<file path="config.mk">
export PLATFORM = sky130hd
export DESIGN_NAME = or_unit
export DESIGN_NICKNAME = d
export VERILOG_FILES = /design/src/rtl/or_unit.sv
export SDC_FILE = /design/constraint.sdc
export NUM_CORES = 1
export LEC_CHECK = 0
export BUFFER_PORTS_ARGS = -buffer_cell sky130_fd_sc_hd__buf_2
export CORE_AREA = 2 2 39 41
export CTS_BUF_LIST = sky130_fd_sc_hd__clkbuf_8
export CTS_CLUSTER_SIZE = 40
export DETAILED_ROUTE_END_ITERATION = 12
export DIE_AREA = 0 0 41 43
export MAX_ROUTING_LAYER = met4
export PLACE_DENSITY = 0.74
export SLEW_MARGIN = 20
export SYNTH_ARGS = -nofsm -noshare
export SYNTH_HDL_FRONTEND = slang
export SYNTH_SLANG_ARGS = --single-unit
</file>
<file path="constraint.sdc">
create_clock -name CLK -period 1 [get_ports CLK]
set_input_delay 0.15 -clock CLK [delete_from_list [all_inputs] [get_ports CLK]]
set_output_delay 0.15 -clock CLK [all_outputs]
set_load 0.05 [all_outputs]
</file>
<file path="src/rtl/or_unit.sv">
// or_unit -- bitwise-OR functional unit of the 8-bit ALU.
//
// Produces DATA1 | DATA2 combinationally for the ALU result mux, plus a
// registered copy of the result and its flags for writeback/debug.
//
// Ports:
//   CLK        rising-edge clock for the registered outputs
//   RESET      synchronous active-high reset; clears registered outputs
//   DATA1/2    operands (two's complement; only the flags care about sign)
//   IN_VALID   qualifies capture into the output registers
//   RESULT     combinational DATA1 | DATA2
//   ZERO, NEG  combinational flags of RESULT
//   RESULT_Q   registered RESULT, captured when IN_VALID
//   ZERO_Q     registered ZERO
//   NEG_Q      registered NEG
//   OUT_VALID  registered IN_VALID (high the cycle after a capture)

// Single-bit OR lane. A known 1 on either input gives 1 even when the
// other input is X, which is exactly the semantics of the | operator.
module or_lane (
  input  logic a,
  input  logic b,
  output logic y
);
  assign y = a | b;
endmodule

module or_unit #(
  parameter int WIDTH = 8
) (
  input  logic             CLK,
  input  logic             RESET,
  input  logic [WIDTH-1:0] DATA1,
  input  logic [WIDTH-1:0] DATA2,
  input  logic             IN_VALID,
  output logic [WIDTH-1:0] RESULT,
  output logic             ZERO,
  output logic             NEG,
  output logic [WIDTH-1:0] RESULT_Q,
  output logic             ZERO_Q,
  output logic             NEG_Q,
  output logic             OUT_VALID
);

  localparam int STAGES = 1;

  typedef struct packed {
    logic [WIDTH-1:0] result;
    logic             zero;
    logic             neg;
  } or_rsp_t;

  logic [WIDTH-1:0] res_w;
  or_rsp_t          rsp_c;
  or_rsp_t          rsp_q;
  logic [STAGES:0]  vld_pipe;

  // One lane per result bit; no carries, so lanes are fully independent.
  for (genvar i = 0; i < WIDTH; i++) begin : g_lane
    or_lane u_lane (
      .a (DATA1[i]),
      .b (DATA2[i]),
      .y (res_w[i])
    );
  end

  // Combinational path ignores CLK/RESET/IN_VALID entirely.
  always_comb begin
    rsp_c.result = res_w;
    rsp_c.zero   = (res_w == '0);
    rsp_c.neg    = res_w[WIDTH-1];
  end

  assign RESULT = rsp_c.result;
  assign ZERO   = rsp_c.zero;
  assign NEG    = rsp_c.neg;

  assign vld_pipe[0] = IN_VALID;

  // Reset dominates IN_VALID, discarding any capture on that edge.
  // Reset value reflects a zero result: ZERO_Q is 1.
  always_ff @(posedge CLK) begin
    if (RESET) begin
      rsp_q.result       <= '0;
      rsp_q.zero         <= 1'b1;
      rsp_q.neg          <= 1'b0;
      vld_pipe[STAGES:1] <= '0;
    end else begin
      if (vld_pipe[0]) rsp_q <= rsp_c;
      vld_pipe[STAGES:1] <= vld_pipe[STAGES-1:0];
    end
  end

  assign RESULT_Q  = rsp_q.result;
  assign ZERO_Q    = rsp_q.zero;
  assign NEG_Q     = rsp_q.neg;
  assign OUT_VALID = vld_pipe[STAGES];

endmodule

</file>
==> results.tsv <==
stage	metric	value	unit
critical_path	critical path cell sequence	buf_6 > nor4_4 > and4_4 > buf_8	
power_and_ir_drop	Comb power frac	31.7	%
timing	worst clock skew	0	ps
synthesis	Post-Syn Nets	72	
timing	final hold vios	0	
critical_path	worst r2r src	ZERO_Q	
power_and_ir_drop	VDD IR-drop max	776	µV
power_and_ir_drop	Leak	0.000383	µW
clocking	CTS Sinks	10	
outcome	failing checks	negative setup slack	
clocking	clock latency on the worst-skew pair	230	ps
detailed_routing	Total Wirelength	1.16	mm
floorplanning	I/O pin count	40	
synthesis	post-synth top area cell	dfxtp_1	
critical_path	startpoint type of the worst setup path	input port	
worst_hold_path	Hold WC Path Type	in -> reg	
placement	buffers added on ports	39	
timing	Tmin final	1080	ps
synthesis	ranking of synthesized cells by area	dfxtp_1 41%, mux2i_1 16%, buf_4 14%	
detailed_routing	routed wire length per instance	11.6	µm
detailed_routing	antenna viol nets, final	0	
outcome	status	finished with violations	
floorplanning	DIE HEIGHT	43	µm
global_routing	number of global-route vias before repair	456	
detailed_routing	Residual DRC	0	
final_layout	Final Util	57.6	%
final_layout	Final #Nets	105	
timing	worst hold slack	224	ps
critical_path	crit-path max FO	2	
critical_path	Worst Setup End Kind	output port	
critical_path	R2R depth	2	
global_routing	first-pass GRT wire length	1.68	mm
power_and_ir_drop	Sw Pwr	425	µW
placement	DP Cell Count	97	
timing	relative slew slack	81.8	%
timing	crit share post-route	108	%
synthesis	Yosys warnings	0	
synthesis	Netlist cell types	11	
worst_hold_path	Hold Crit Depth	2	
clocking	clock slew at reported path FFs	50	ps
synthesis	synthesized instance count	53	
synthesis	top cell type's share of synthesized area	40.7	%
critical_path	r2r endpoint	ZERO_Q	
floorplanning	die width	41	µm
clocking	number of CTS-inserted buffers	3	
timing	max-slew violation count	0	
final_layout	share of cells above drive strength 1	66.7	%
floorplanning	Initial Utilization	35.5	%
power_and_ir_drop	clock share of power	32.6	%
global_routing	initial antenna violation count	0	
clocking	number of H-tree levels	1	
detailed_routing	via/cell ratio	4.83	
timing	worst-margin pin slew	273	ps
clocking	clk root buf	clkbuf_8	
clocking	CTS Buffer Depth	2	
timing	f_max	0.925	GHz
critical_path	critical path class	in -> out	
power_and_ir_drop	PwrDens	1560	nW/µm²
synthesis	synthesized area	492	µm²
final_layout	most frequent cells in the layout	28 x buf_2, 9 x dfxtp_1, 8 x or2_2, 8 x mux2i_1, 8 x nor2_1	
synthesis	Seq cells post-synth	10	
clocking	post-CTS setup buffers	0	
clocking	CTS tree	done	
final_layout	n_diodes	0	
timing	unrepaired setup endpoints after global routing	yes	
global_routing	pin count of the biggest net entering global routing	12	
floorplanning	Rows	14	
critical_path	R2R Setup Slk	210	ps
timing	setup ws final	-81.1	ps
placement	placed instance area	633	µm²
power_and_ir_drop	switching share of power	34.2	%
final_layout	Layout Cells excl Fill	100	
power_and_ir_drop	Internal	817	µW
global_routing	grt ovf	0	
global_routing	Tot GR Track Use	15.1	%
synthesis	syn avg cell area	9.28	µm²
run	Max-cap violations	0	
detailed_routing	via count	483	
power_and_ir_drop	Seq pwr share	35.7	%
critical_path	CP required	850	ps
synthesis	register area share after synthesis	40.7	%
final_layout	most common cell after layout, fill and taps aside	buf_2	
detailed_routing	DR iter-0 viols	3	
worst_hold_path	worst hold endpoint	RESULT_Q[1]	
timing	Setup violations, final	1	
floorplanning	Die Area	1760	µm²
detailed_routing	drt pass-1 iters	2	
critical_path	CP max stage delay	270	ps
floorplanning	total core area	1380	µm²
final_layout	Layout Area Growth over Synthesis	62.1	%
worst_hold_path	hold_sp	RESET	
critical_path	Worst path slowest cell	and4_4	
critical_path	Critical Path AT	930	ps
placement	routability cong.	0.682	
final_layout	Design Area, Final	797	µm²
cell type report:
cell class / instances / area (µm²)
fill: 122 / 587
multi-input combinational: 32 / 278
timing repair buffer: 39 / 256
sequential: 10 / 201
clock buffer: 3 / 41.3
tap: 16 / 20.0
state kept, by name, summed over array words and instances (netlist names):
| register | cells |
|---|---|
| OUT_VALID | 1 |
| RESULT_Q | 8 |
| ZERO_Q | 1 |
power groups by stage:
stage | Combinational (µW) | Clock [µW] | Sequential [µW]
after CTS | 391 | 417 | 443
after global placement | 345 | 0 | 449
after global routing | 413 | 441 | 447
after detailed placement | 349 | 0 | 450
final | 394 | 405 | 443
after floorplan | 177 | 0 | 553
cell usage after synthesis (all sizes together):
| cell | n |
|---|---|
| dfxtp | 10 |
| and4 | 1 |
| or2 | 8 |
| nor4 | 4 |
| nor2b | 2 |
| a211o | 1 |
| mux2i | 8 |
| nor2 | 8 |
| buf | 10 |
| clkbuf | 1 |
cells by family (layout without fill, tap and decap cells):
logic type      count (synthesis)  in the layout  synth area share (%)
mux                             8              8                  16.3
compound gates                  1              1                  1.78
flops                          10             10                  40.7
simple gates                   23             23                  25.7
buf+inv                        11             42                  15.5
metal layers:
| metal | vias up | part of all wire (%) | global-route usage, % |
|---|---|---|---|
| met2 | 23 | 54 | 25.9 |
| met5 | - | 0 | - |
| met4 | 0 | 1.2 | 8.00 |
| met3 | 2 | 8.7 | 7.85 |
| met1 | 226 | 36 | 11.7 |
| li1 | 232 | - | - |
repair_timing:
action,CTS,global route
resized for setup,19,3
setup endpoints to repair,1,4
hold buffers,0,0
pin swaps,5,2
worst max path at each step:
stage / depth (start not counted) / slack, ps / start / end
floorplan: 3 / -20 / DATA2[2] / ZERO_Q
finish: 4 / -80 / DATA1[6] / ZERO
global placement: 4 / -280 / DATA2[6] / ZERO
detailed placement: 4 / -270 / DATA2[6] / ZERO
global route: 4 / -110 / DATA1[6] / ZERO
CTS: 4 / -80 / DATA1[0] / ZERO
metrics by stage:
stage / power, µW / setup TNS, ps / setup slack (ps)
after floorplan: 731 / -24.9 / -24.9
after global placement: 794 / -313 / -278
after detailed placement: 799 / -315 / -275
after CTS: 1250 / -81.6 / -81.6
after global routing: 1300 / -113 / -113
final: 1240 / -81.1 / -81.1
worst max-delay path: cells and delay by family:
family                 cells  cell delay, ps
AND/OR/NAND/NOR            2             530
buffers and inverters      2             250
(Power assumes the default switching activity.)
